## config.mk

```make
export PLATFORM = sky130hd
export DESIGN_NAME = isr_ctrl
export DESIGN_NICKNAME = d
export VERILOG_FILES = /design/src/rtl/isr_ctrl.sv
export SDC_FILE = /design/constraint.sdc
export NUM_CORES = 1
export LEC_CHECK = 0
export ABC_AREA = 0
export BUFFER_PORTS_ARGS = -buffer_cell sky130_fd_sc_hd__buf_4
export CAP_MARGIN = 25
export CORE_MARGIN = 2
export CORE_UTILIZATION = 45
export CTS_CLUSTER_SIZE = 8
export DETAILED_ROUTE_END_ITERATION = 7
export GPL_ROUTABILITY_DRIVEN = 0
export GPL_TIMING_DRIVEN = 0
export MAX_ROUTING_LAYER = met4
export PLACE_DENSITY = 0.8
export SLEW_MARGIN = 20
export SYNTH_ARGS = -nofsm -noshare
export SYNTH_HDL_FRONTEND = slang
export SYNTH_SLANG_ARGS = --single-unit
```

## constraint.sdc

```tcl
create_clock -name clk -period 1.5 [get_ports clk]
set_input_delay 0 -clock clk [delete_from_list [all_inputs] [get_ports clk]]
set_output_delay 0 -clock clk [all_outputs]
set_load 0.005 [all_outputs]
```

## src/rtl/isr_ctrl.sv

```systemverilog
// Interrupt cause collector and JISR/ERET sequencer: synchronises device events, masks causes
// with sr, resolves priority and sequences the jisr/eret pulses and pipeline stall.
module isr_ctrl #(
  parameter int N_EXT        = 16,
  parameter int FLUSH_CYCLES = 2,
  parameter int SYNC_STAGES  = 2
) (
  input  logic             clk,
  input  logic             rst_n,
  input  logic             instr_valid,
  input  logic [5:0]       int_ev,
  input  logic [N_EXT-1:0] ext_ev,
  input  logic [31:0]      sr,
  input  logic             eret_req,
  output logic             jisr,
  output logic             eret,
  output logic [22:0]      mca,
  output logic             rpt,
  output logic             stall,
  output logic             busy,
  output logic [1:0]       state_dbg
);

  typedef enum logic [1:0] {IDLE, JISR, FLUSH, ERET} state_t;

  localparam int CW = (FLUSH_CYCLES > 1) ? $clog2(FLUSH_CYCLES) : 1;

  state_t           state, state_nxt;
  logic [CW-1:0]    cnt;
  logic             rst_pend;
  logic [N_EXT-1:0] sync_q [SYNC_STAGES];
  logic [N_EXT-1:0] sync_d;
  logic [N_EXT-1:0] pend;
  logic [N_EXT-1:0] ext_rise;
  logic [N_EXT-1:0] pend_clr;
  logic [22:0]      ca;
  logic [22:0]      mc;
  logic             take;
  logic             rpt_nxt;
  logic             unused_sr;

  assign unused_sr = ^{sr[31:23], sr[5:0]};

  // Synchroniser chain per line; the extra sync_d stage provides the rising-edge reference.
  always_ff @(posedge clk) begin
    if (!rst_n) begin
      for (int i = 0; i < SYNC_STAGES; i++) sync_q[i] <= '0;
      sync_d <= '0;
    end else begin
      sync_q[0] <= ext_ev;
      for (int i = 1; i < SYNC_STAGES; i++) sync_q[i] <= sync_q[i-1];
      sync_d <= sync_q[SYNC_STAGES-1];
    end
  end

  assign ext_rise = sync_q[SYNC_STAGES-1] & ~sync_d;

  always_comb begin
    ca = '0;
    ca[0] = rst_pend;
    ca[6:1] = int_ev & {6{instr_valid}};
    ca[7 +: N_EXT] = pend;
  end

  // Causes 0..5 cannot be masked; 6..22 are enabled by the matching sr bit.
  assign mc = ca & {sr[22:6], 6'h3f};

  assign take = (state == IDLE) && (|mc);
  assign rpt_nxt = (mc[3] && (mc[2:0] == 3'b000)) || (mc[4] && (mc[3:0] == 4'b0000));
  assign pend_clr = take ? mc[7 +: N_EXT] : '0;

  always_comb begin
    state_nxt = state;
    case (state)
      IDLE: begin
        if (take) state_nxt = JISR;
        else if (eret_req) state_nxt = ERET;
      end
      JISR:  state_nxt = FLUSH;
      FLUSH: if (cnt == CW'(FLUSH_CYCLES - 1)) state_nxt = IDLE;
      ERET:  state_nxt = IDLE;
      default: state_nxt = IDLE;
    endcase
  end

  always_ff @(posedge clk) begin
    if (!rst_n) begin
      state    <= IDLE;
      cnt      <= '0;
      mca      <= '0;
      rpt      <= 1'b0;
      rst_pend <= 1'b1;
      pend     <= '0;
    end else begin
      state <= state_nxt;
      cnt   <= (state == FLUSH) ? cnt + 1'b1 : '0;
      // A rise landing in the capture cycle is OR-ed after the clear so it is not lost.
      pend  <= (pend & ~pend_clr) | ext_rise;
      if (take) begin
        mca      <= mc;
        rpt      <= rpt_nxt;
        rst_pend <= 1'b0;
      end
    end
  end

  // jisr/eret are single-cycle strobes with no back-pressure; mca/rpt are meaningful only while jisr=1.
  assign jisr      = (state == JISR);
  assign eret      = (state == ERET);
  assign stall     = (state != IDLE);
  assign busy      = (state != IDLE);
  assign state_dbg = state;

endmodule

```

==> flow_summary.ini, run 1 <==
[setup_path]
critPathLaunchType = input port
worst_ep_required_time_ns = 1.74
worst_r2r_dst = mca[12]
reg2reg_slack_ns = -0.01
critPathCaptureType = flop
crit_type = input port to flop
crit_arrival_ns = 1.82
largest_driver_fanout_on_the_critical_path = 10
r2r.worst_path.cells = 6
worst_r2r_startpoint = pend[7]

[run_status]
failed_checks = negative setup slack
run_status = complete, but fails checks

[route]
vias_per_cell = 4.83
route.met2.wl_um = 3930
met3_wire_length_um = 404
iteration_0_drc_markers = 112
dr_total_vias = 2715
detail_route.drc_violations = 0
detail_route.wirelength_um = 7630
wirelength_met1_um = 3080
routed_wire_length_per_instance_um = 13.6
first_pass_iters = 4
antenna_violating_nets_post_route = 0
top_signal_layer_used = met4

[worst_hold_path]
holdPathStages = 4
hold_path.startpoint = rst_n
worst_hold_class = input port to flop
timing.hold.worst_endpoint = cnt

[flow_run]
drv_cap = 0

[synthesis]
synthMuxAreaShare = 0.0734
post_synth_inst_count = 327
synth-compound-area-share = 0.0933
post_synthesis_sequential_area_ratio = 0.563
yosysWarnings = 0
combinational_family_with_the_most_area_after_synthesis = simple AND/OR/NAND/NOR gates
synthesis.nets = 385
post_synth_instance_area_um2 = 3270
per_instance_average_area_after_synthesis_um2 = 10.0
synth_simple_gate_area_share = 0.238
share_of_the_synthesized_netlist_area_taken_by_xor_and_xnor_gates = 0
yosys.area_share.adder = 0
postSynthRegisterBits = 92
synth_cell_type_count = 26

[die]
fp.dieArea_um2 = 7970
initial_utilization = 0.458
boundaryPins = 88
die_w_um = 89.3
die_h_um = 89.3
row_count = 31
core-area_um2 = 7140

[timing]
transition_time_of_the_tightest_slew_check_pin_ns = 0.679
achievable-frequency_mhz = 633
setup_slack_ns = -0.0807
slew_viol_final = 0
grt_setup_unrepaired = yes
final_setup_violation_count = 40
post-route-min-period_ns = 1.58
final_cycle_share = 1.05
relSlewSlack = 0.548
timing.clock.skew_ns = 0.00677
final_hold_fails = 0

[clock_network]
clkSinkCount = 92
cts_root_buf = clkbuf_8
cts.path.max_buffers = 2
cts_inserted_buffers = 9
clkSlewWorstSetupHoldPaths_ns = 0.09
insertion_delay_ns = 0.35
tritoncts = done
clock_tree.htree_level_count = 3

[layout]
drive_gt1_frac = 0.251
area_delta_synth_final_pct = 41.4
final_common_cell = dfxtp_1
antennaDiodeCount = 0
most-common-layout-cells = dfxtp_1 (88), buf_4 (79), and2_1 (50), dlygate4sd3_1 (41), nand2_1 (34)
layout.core_utilization = 0.648
final_nets = 516

[power]
totalPowerFinal_mw = 4.99
share_comb_of_total_power = 0.177
p_int_mw = 3.70
p_per_area_nw_per_um2 = 1080
power.switching_mw = 1.29
seq_power_share = 0.526
vdd_ir_drop_max_mv = 0.596
power.share.switching = 0.259
power_leakage_nw = 2.00
clock_power_share = 0.296

[global_route]
grt_overflow = 0
grt_antenna_before_repair = 0
global_route.usage.total = 0.202
vias_in_the_first_global_route = 2619
first_pass_grt_wire_length_um = 11700
maximum_number_of_pins_on_one_net_before_global_route_repair = 16

[placed_design]
dp.final_hpwl_um = 5160
port_buffers = 72
## worst max-delay path, cell delays in order
cell           delay, ns
dlygate4sd3_1       0.54
buf_4               0.15
nor4_2              0.30
nand2_1             0.17
a21oi_4             0.24
a21oi_4             0.13
buf_6               0.17
mux2i_1             0.12
## state kept, by name, indices dropped and copies added, names as in the netlist
| register | flops |
|---|---|
| cnt | 1 |
| mca | 23 |
| pend | 16 |
| rpt | 1 |
| rst_pend | 1 |
| state_dbg | 2 |
| sync_d | 16 |
| sync_q | 32 |
## worst max path at each step
stage / from / to / slack (ns) / depth (start not counted)
floorplan: pend[7] / mca[0] / 0.13 / 6
global placement: pend[0] / pend[9] / -0.004 / 6
detailed placement: pend[7] / pend[11] / -0.04 / 6
CTS: pend[7] / mca[12] / -0.01 / 6
global route: int_ev[1] / mca[1] / -0.12 / 8
finish: int_ev[1] / mca[18] / -0.08 / 8
## repair_timing
action | 4_1_cts | 5_1_grt
setup endpoints to repair | 33 | 41
endpoints found under the hold margin | 57 | 0
pin swaps | 2 | 0
gates cloned | 0 | 1
resized for setup | 1 | 14
setup buffers | 2 | 4
hold buffers | 41 | 0
## cells in the mapped netlist, drive strengths merged
cell type	count	area (um^2)
a31oi	1	6.26
inv	3	11.3
nor2b	33	206
o211ai	1	7.51
nor3	2	10.0
and3	1	11.3
a221oi	3	45.0
a21oi	20	115
dfxtp	92	1840
nand2	34	128
o21ai	18	90.1
a22oi	2	15.0
and2	50	313
buf	6	50.0
nor4	1	6.26
a22o	3	26.3
clkbuf	12	45.0
mux2i	24	240
nor2	1	3.75
nand3	20	100
## area by class of cell
class,instances,area (um^2)
clock inverters,5,36.3
plain buffers,18,105
multi-input cells,214,1360
repair buffers,120,1000
well taps,99,124
fillers,589,2510
inverters,3,11.3
clock buffers,11,141
flip-flops and latches,92,1850
## power by group through the flow
stage / Combinational [mW] / Clock [mW] / Sequential (mW)
after floorplan: 0.435 / 0 / 2.67
after global placement: 0.700 / 0 / 2.67
after detailed placement: 0.722 / 0 / 2.68
after CTS: 0.829 / 1.52 / 2.62
after global routing: 0.954 / 1.60 / 2.64
final: 0.884 / 1.48 / 2.63
## cell families (layout without fill, tap and decap cells)
family,Yosys count,after routing
buffers and inverters,21,157
multiplexers,24,24
flip-flops,92,92
AND/OR/NAND/NOR,142,142
AO/OA/AOI/OAI,48,48
## per-layer routing
metal | vias up | track usage
met3 | 19 | 0.0323
li1 | 1348 | -
met4 | 0 | 0.106
met1 | 1261 | 0.218
met5 | - | -
met2 | 87 | 0.355
## stage by stage
step / setup WS (ns) / cells / hold WS (ns) / area, um^2 / TNS, ns
after CTS: -0.0101 / 557 / 0.121 / 4540 / -0.0451
after floorplan: 0.128 / 327 / 0.127 / 3270 / 0
after detailed placement: -0.0418 / 498 / 0.211 / 3940 / -0.597
after global placement: -0.00441 / 498 / 0.209 / 3940 / -0.0427
final: -0.0807 / 562 / 0.183 / 4630 / -1.89
after global routing: -0.121 / 562 / 0.204 / 4630 / -3.26
(Power assumes the default switching activity.)
==> run 2, diff against run 1 <==
==> constraint.sdc (replaced) <==
create_clock -name clk -period 1.48 [get_ports clk]
set_input_delay 0 -clock clk [delete_from_list [all_inputs] [get_ports clk]]
set_output_delay 0 -clock clk [all_outputs]
set_load 0.01 [all_outputs]
==> flow_summary.ini, run 2 (synthesized netlist as in run 1, its figures left out) <==
[timing]
post-route-min-period_ns = 1.53
timing.clock.skew_ns = 0.00572
relSlewSlack = 0.574
final_hold_fails = 0
final_setup_violation_count = 34
hold_ws_ns = 0.175
slew_viol_final = 0
final_cycle_share = 1.03
grt_setup_unrepaired = yes
transition_time_of_the_tightest_slew_check_pin_ns = 0.640
setup_slack_ns = -0.0451
achievable-frequency_mhz = 656

[clock_network]
cts_inserted_buffers = 9
insertion_delay_ns = 0.35
cts_root_buf = clkbuf_8
clkSinkCount = 92
clock_tree.htree_level_count = 3
clkSlewWorstSetupHoldPaths_ns = 0.09
cts.path.max_buffers = 2
tritoncts = done

[layout]
fillers = 596
finalNonFillerCells = 561
layout_top_registers = sync_q (32), mca (23)
multiInputGateArea_um2 = 1350
largest-register = sync_q
final_common_cell = dfxtp_1
antennaDiodeCount = 0
area_of_all_placed_cells_without_fillers_um2 = 4600
drive_gt1_frac = 0.240
final_nets = 515
area_delta_synth_final_pct = 40.6
flip_flop_count_of_the_largest_register_after_layout = 32
register_area_um2 = 1850
most-common-layout-cells = dfxtp_1 (88), buf_4 (79), and2_1 (50), dlygate4sd3_1 (41), nand2_1 (34)

[global_route]
grt_overflow = 0
maximum_number_of_pins_on_one_net_before_global_route_repair = 16
first_pass_grt_wire_length_um = 11700
global_route.usage.total = 0.202
vias_in_the_first_global_route = 2616
grt_antenna_before_repair = 0

[run_status]
failed_checks = negative setup slack
run_status = complete, but fails checks

[worst_hold_path]
worst_hold_class = input port to flop
holdPathStages = 4

[setup_path]
crit_type = input port to flop
crit_arrival_ns = 1.80
crit_path_max_incr_delay_ns = 0.54
critPathCaptureType = flop
worst_ep_required_time_ns = 1.76
largest_driver_fanout_on_the_critical_path = 10
worst-path-buf-inv = 3
critical_path_cell_count = 8
critPathLaunchType = input port
critPathTopFamily = buffers and inverters
worst_path_max_delay_cell = dlygate4sd3_1
r2r.worst_path.cells = 6
path_cells = dlygate4sd3_1 > buf_4 > nor4_2 > nand2_1 > a21oi_4 > a21oi_4 > buf_4 > a21oi_1

[power]
vdd_ir_drop_max_mv = 0.605
p_per_area_nw_per_um2 = 1100
power_leakage_nw = 1.99
totalPowerFinal_mw = 5.06

[route]
iteration_0_drc_markers = 132
detail_route.wirelength_um = 7570
first_pass_iters = 4
routed_wire_length_per_instance_um = 13.5
dr_total_vias = 2717
antenna_violating_nets_post_route = 0
vias_per_cell = 4.84
detail_route.drc_violations = 0

[die]
initial_utilization = 0.458
die_w_um = 89.3
core-area_um2 = 7140
fp.dieArea_um2 = 7970
die_h_um = 89.3
row_count = 31
boundaryPins = 88

[flow_run]
drv_cap = 0

[placed_design]
dp.cells = 498
dp.final_hpwl_um = 5160
placement.cell_area_um2 = 3940
post-place-ws_ns = -0.0618
port_buffers = 72
## run 2: cell types whose count changed in the layout (fill, tap and decap cells not counted)
cell     previous run  this run
a21oi_1            13        17
a21oi_2             5         1
buf_6               3         2
## run 2: power by group
group | leakage, nW | total, mW | switching, mW | internal (mW)
Clock | 0.0937 | 1.50 | 0.836 | 0.663
Combinational | 1.14 | 0.900 | 0.416 | 0.484
Sequential | 0.755 | 2.66 | 0.0663 | 2.59
## run 2: stage by stage
| step | TNS, ns | utilization |
|---|---|---|
| 2_1_floorplan | 0 | - |
| 3_3_place_gp | -0.668 | 0.552 |
| 3_5_place_dp | -1.25 | 0.552 |
| 4_1_cts | -0.373 | 0.637 |
| 5_1_grt | -3.28 | 0.645 |
| 6_report | -0.857 | 0.645 |
## run 2: worst paths after layout
path | start | end | slack [ns]
min | rst_n | cnt | 0.18
max reg2reg | pend[0] | pend[11] | -0.02
max | int_ev[2] | pend[11] | -0.05
min reg2reg | cnt | cnt | 0.43
## run 2: timing repair
item,CTS,global route
hold buffers,41,0
endpoints found under the hold margin,57,0
setup endpoints to repair,33,41
gates cloned,0,1
resized for setup,3,7
buffers inserted,2,3
pin swaps,2,0
## run 2: tightest hold or removal path: cells and delay by family
kind                   cells  cell delay, ns
buffers and inverters      2            0.33
and+or+nand+nor            2            0.16
## run 2: final cells by class
class	count	area share
clock inverters	5	0.00789
inverters	3	0.00245
repair buffers	119	0.216
multi-input cells	214	0.293
flip-flops and latches	92	0.401
clock buffers	11	0.0307
well taps	99	0.0269
plain buffers	18	0.0220
## run 2: per-layer routing
layer,wire length (um),vias up,GRT usage
met5,0,-,-
met4,158,0,0.106
met3,413,14,0.0323
met2,3930,90,0.355
met1,3070,1268,0.219
li1,-,1345,-
==> run 3, diff against run 2 <==
--- a/config.mk
+++ b/config.mk
@@ -13,7 +13,6 @@
 export CTS_CLUSTER_SIZE = 8
 export DETAILED_ROUTE_END_ITERATION = 7
 export GPL_ROUTABILITY_DRIVEN = 0
-export GPL_TIMING_DRIVEN = 0
 export MAX_ROUTING_LAYER = met4
 export PLACE_DENSITY = 0.8
 export SLEW_MARGIN = 20
==> flow_summary.ini, run 3 (synthesized netlist as in run 1, its figures left out) <==
[run_status]
run_status = complete, but fails checks
failed_checks = negative setup slack

[global_route]
global_route.usage.total = 0.190
grt_overflow = 0
first_pass_grt_wire_length_um = 11200
grt_antenna_before_repair = 0
vias_in_the_first_global_route = 2486
maximum_number_of_pins_on_one_net_before_global_route_repair = 54

[layout]
largest-register = sync_q
final_nets = 501
fillers = 590
drive_gt1_frac = 0.237
final_common_cell = dfxtp_1
area_delta_synth_final_pct = 40.0
antennaDiodeCount = 0
register_area_um2 = 1840
area_of_all_placed_cells_without_fillers_um2 = 4580
flip_flop_count_of_the_largest_register_after_layout = 32
layout_top_registers = sync_q (32), mca (23)
most-common-layout-cells = dfxtp_1 (91), buf_4 (78), and2_1 (50), dlygate4sd3_1 (42), nand2_1 (34)
multiInputGateArea_um2 = 1340

[route]
vias_per_cell = 4.66
first_pass_iters = 4
detail_route.wirelength_um = 6820
detail_route.drc_violations = 0
iteration_0_drc_markers = 151
dr_total_vias = 2551
routed_wire_length_per_instance_um = 12.5
antenna_violating_nets_post_route = 0

[clock_network]
insertion_delay_ns = 0.35
cts_inserted_buffers = 9
cts_root_buf = clkbuf_8
tritoncts = done
clkSlewWorstSetupHoldPaths_ns = 0.09
cts.path.max_buffers = 2
clock_tree.htree_level_count = 3
clkSinkCount = 92

[setup_path]
worst_r2r_dst = mca[9]
worst_r2r_startpoint = pend[3]
crit_path_max_incr_delay_ns = 0.33
critPathCaptureType = flop
worst_ep_required_time_ns = 1.73
worst_path_max_delay_cell = dfxtp_1
r2r.worst_path.cells = 6
worst-path-buf-inv = 1
critPathTopFamily = compound AO/OA/AOI/OAI gates
critical_path_startpoint = pend[3]
crit_type = flop to flop
largest_driver_fanout_on_the_critical_path = 15
critical_path_cell_count = 6
reg2reg_slack_ns = -0.04
crit_arrival_ns = 1.77
path_cells = a22o_1 > a221oi_2 > and3_4 > a21oi_4 > buf_12 > mux2i_2
critPathLaunchType = flop

[timing]
relSlewSlack = 0.797
timing.clock.skew_ns = 0.0104
transition_time_of_the_tightest_slew_check_pin_ns = 0.304
final_cycle_share = 1.03
final_hold_fails = 0
slew_viol_final = 0
grt_setup_unrepaired = yes
final_setup_violation_count = 26
achievable-frequency_mhz = 656
post-route-min-period_ns = 1.52
hold_ws_ns = 0.272
setup_slack_ns = -0.0444

[power]
p_per_area_nw_per_um2 = 1130
power_leakage_nw = 1.98
power.share.switching = 0.250
totalPowerFinal_mw = 5.20
p_int_mw = 3.90
vdd_ir_drop_max_mv = 0.557
clock_power_share = 0.323
power.switching_mw = 1.30
seq_power_share = 0.511
share_comb_of_total_power = 0.166

[die]
boundaryPins = 88
die_h_um = 89.3
initial_utilization = 0.458
core-area_um2 = 7140
fp.dieArea_um2 = 7970
die_w_um = 89.3
row_count = 31

[placed_design]
placement.cell_area_um2 = 3940
dp.final_hpwl_um = 4450
port_buffers = 72

[worst_hold_path]
timing.hold.worst_endpoint = state_dbg[1]
holdPathStages = 6
hold_path.startpoint = int_ev[4]
worst_hold_class = input port to flop

[flow_run]
drv_cap = 0
[run 3: worst max path at each step]
stage | slack, ns | endpoint
finish | -0.04 | mca[9]
global route | -0.11 | mca[19]
CTS | -0.07 | mca[9]
detailed placement | -0.04 | mca[18]
global placement | -0.04 | mca[18]
floorplan | 0.11 | mca[0]
[run 3: layer usage]
| layer | track usage | up-vias | share of wire |
|---|---|---|---|
| li1 | - | 1313 | - |
| met1 | 0.228 | 1159 | 0.45 |
| met2 | 0.312 | 66 | 0.48 |
| met3 | 0.0277 | 13 | 0.041 |
| met4 | 0.0950 | 0 | 0.023 |
| met5 | - | - | 0 |
[run 3: through the flow]
stage	TNS, ns	cells	setup WS [ns]	utilization
4_1_cts	-1.21	546	-0.0717	0.641
6_report	-0.415	547	-0.0444	0.642
2_1_floorplan	0	327	0.108	-
5_1_grt	-2.71	547	-0.113	0.642
3_5_place_dp	-0.682	488	-0.0442	0.552
3_3_place_gp	-0.722	488	-0.0415	0.552
[run 3: area by class of cell]
class / instances / share of cell area
sequential: 92 / 0.402
multi-input combinational: 214 / 0.291
timing repair buffer: 123 / 0.233
clock buffer: 11 / 0.0309
tap: 99 / 0.0270
clock inverter: 5 / 0.0131
inverter: 3 / 0.00246
[run 3: what timing repair did]
item | in CTS | in global routing
pin swaps | 1 | 2
endpoints found under the hold margin | 56 | 0
resized for setup | 4 | 0
setup endpoints to repair | 40 | 42
setup buffers | 0 | 1
hold buffers | 42 | 0
[run 3: power groups by stage]
stage / Combinational [mW] / Clock [mW] / Sequential, mW
CTS: 0.854 / 1.73 / 2.65
floorplan: 0.448 / 0 / 2.72
detailed placement: 0.758 / 0 / 2.71
global placement: 0.744 / 0 / 2.71
finish: 0.862 / 1.68 / 2.65
global route: 0.929 / 1.83 / 2.67
[run 3: worst register-to-register path: cells and delay by family (launching register included)]
family                 cells  cell delay [ns]
flip-flops                 1             0.33
AO/OA/AOI/OAI              3             0.52
AND/OR/NAND/NOR            1             0.24
multiplexers               1             0.15
buffers and inverters      1             0.17
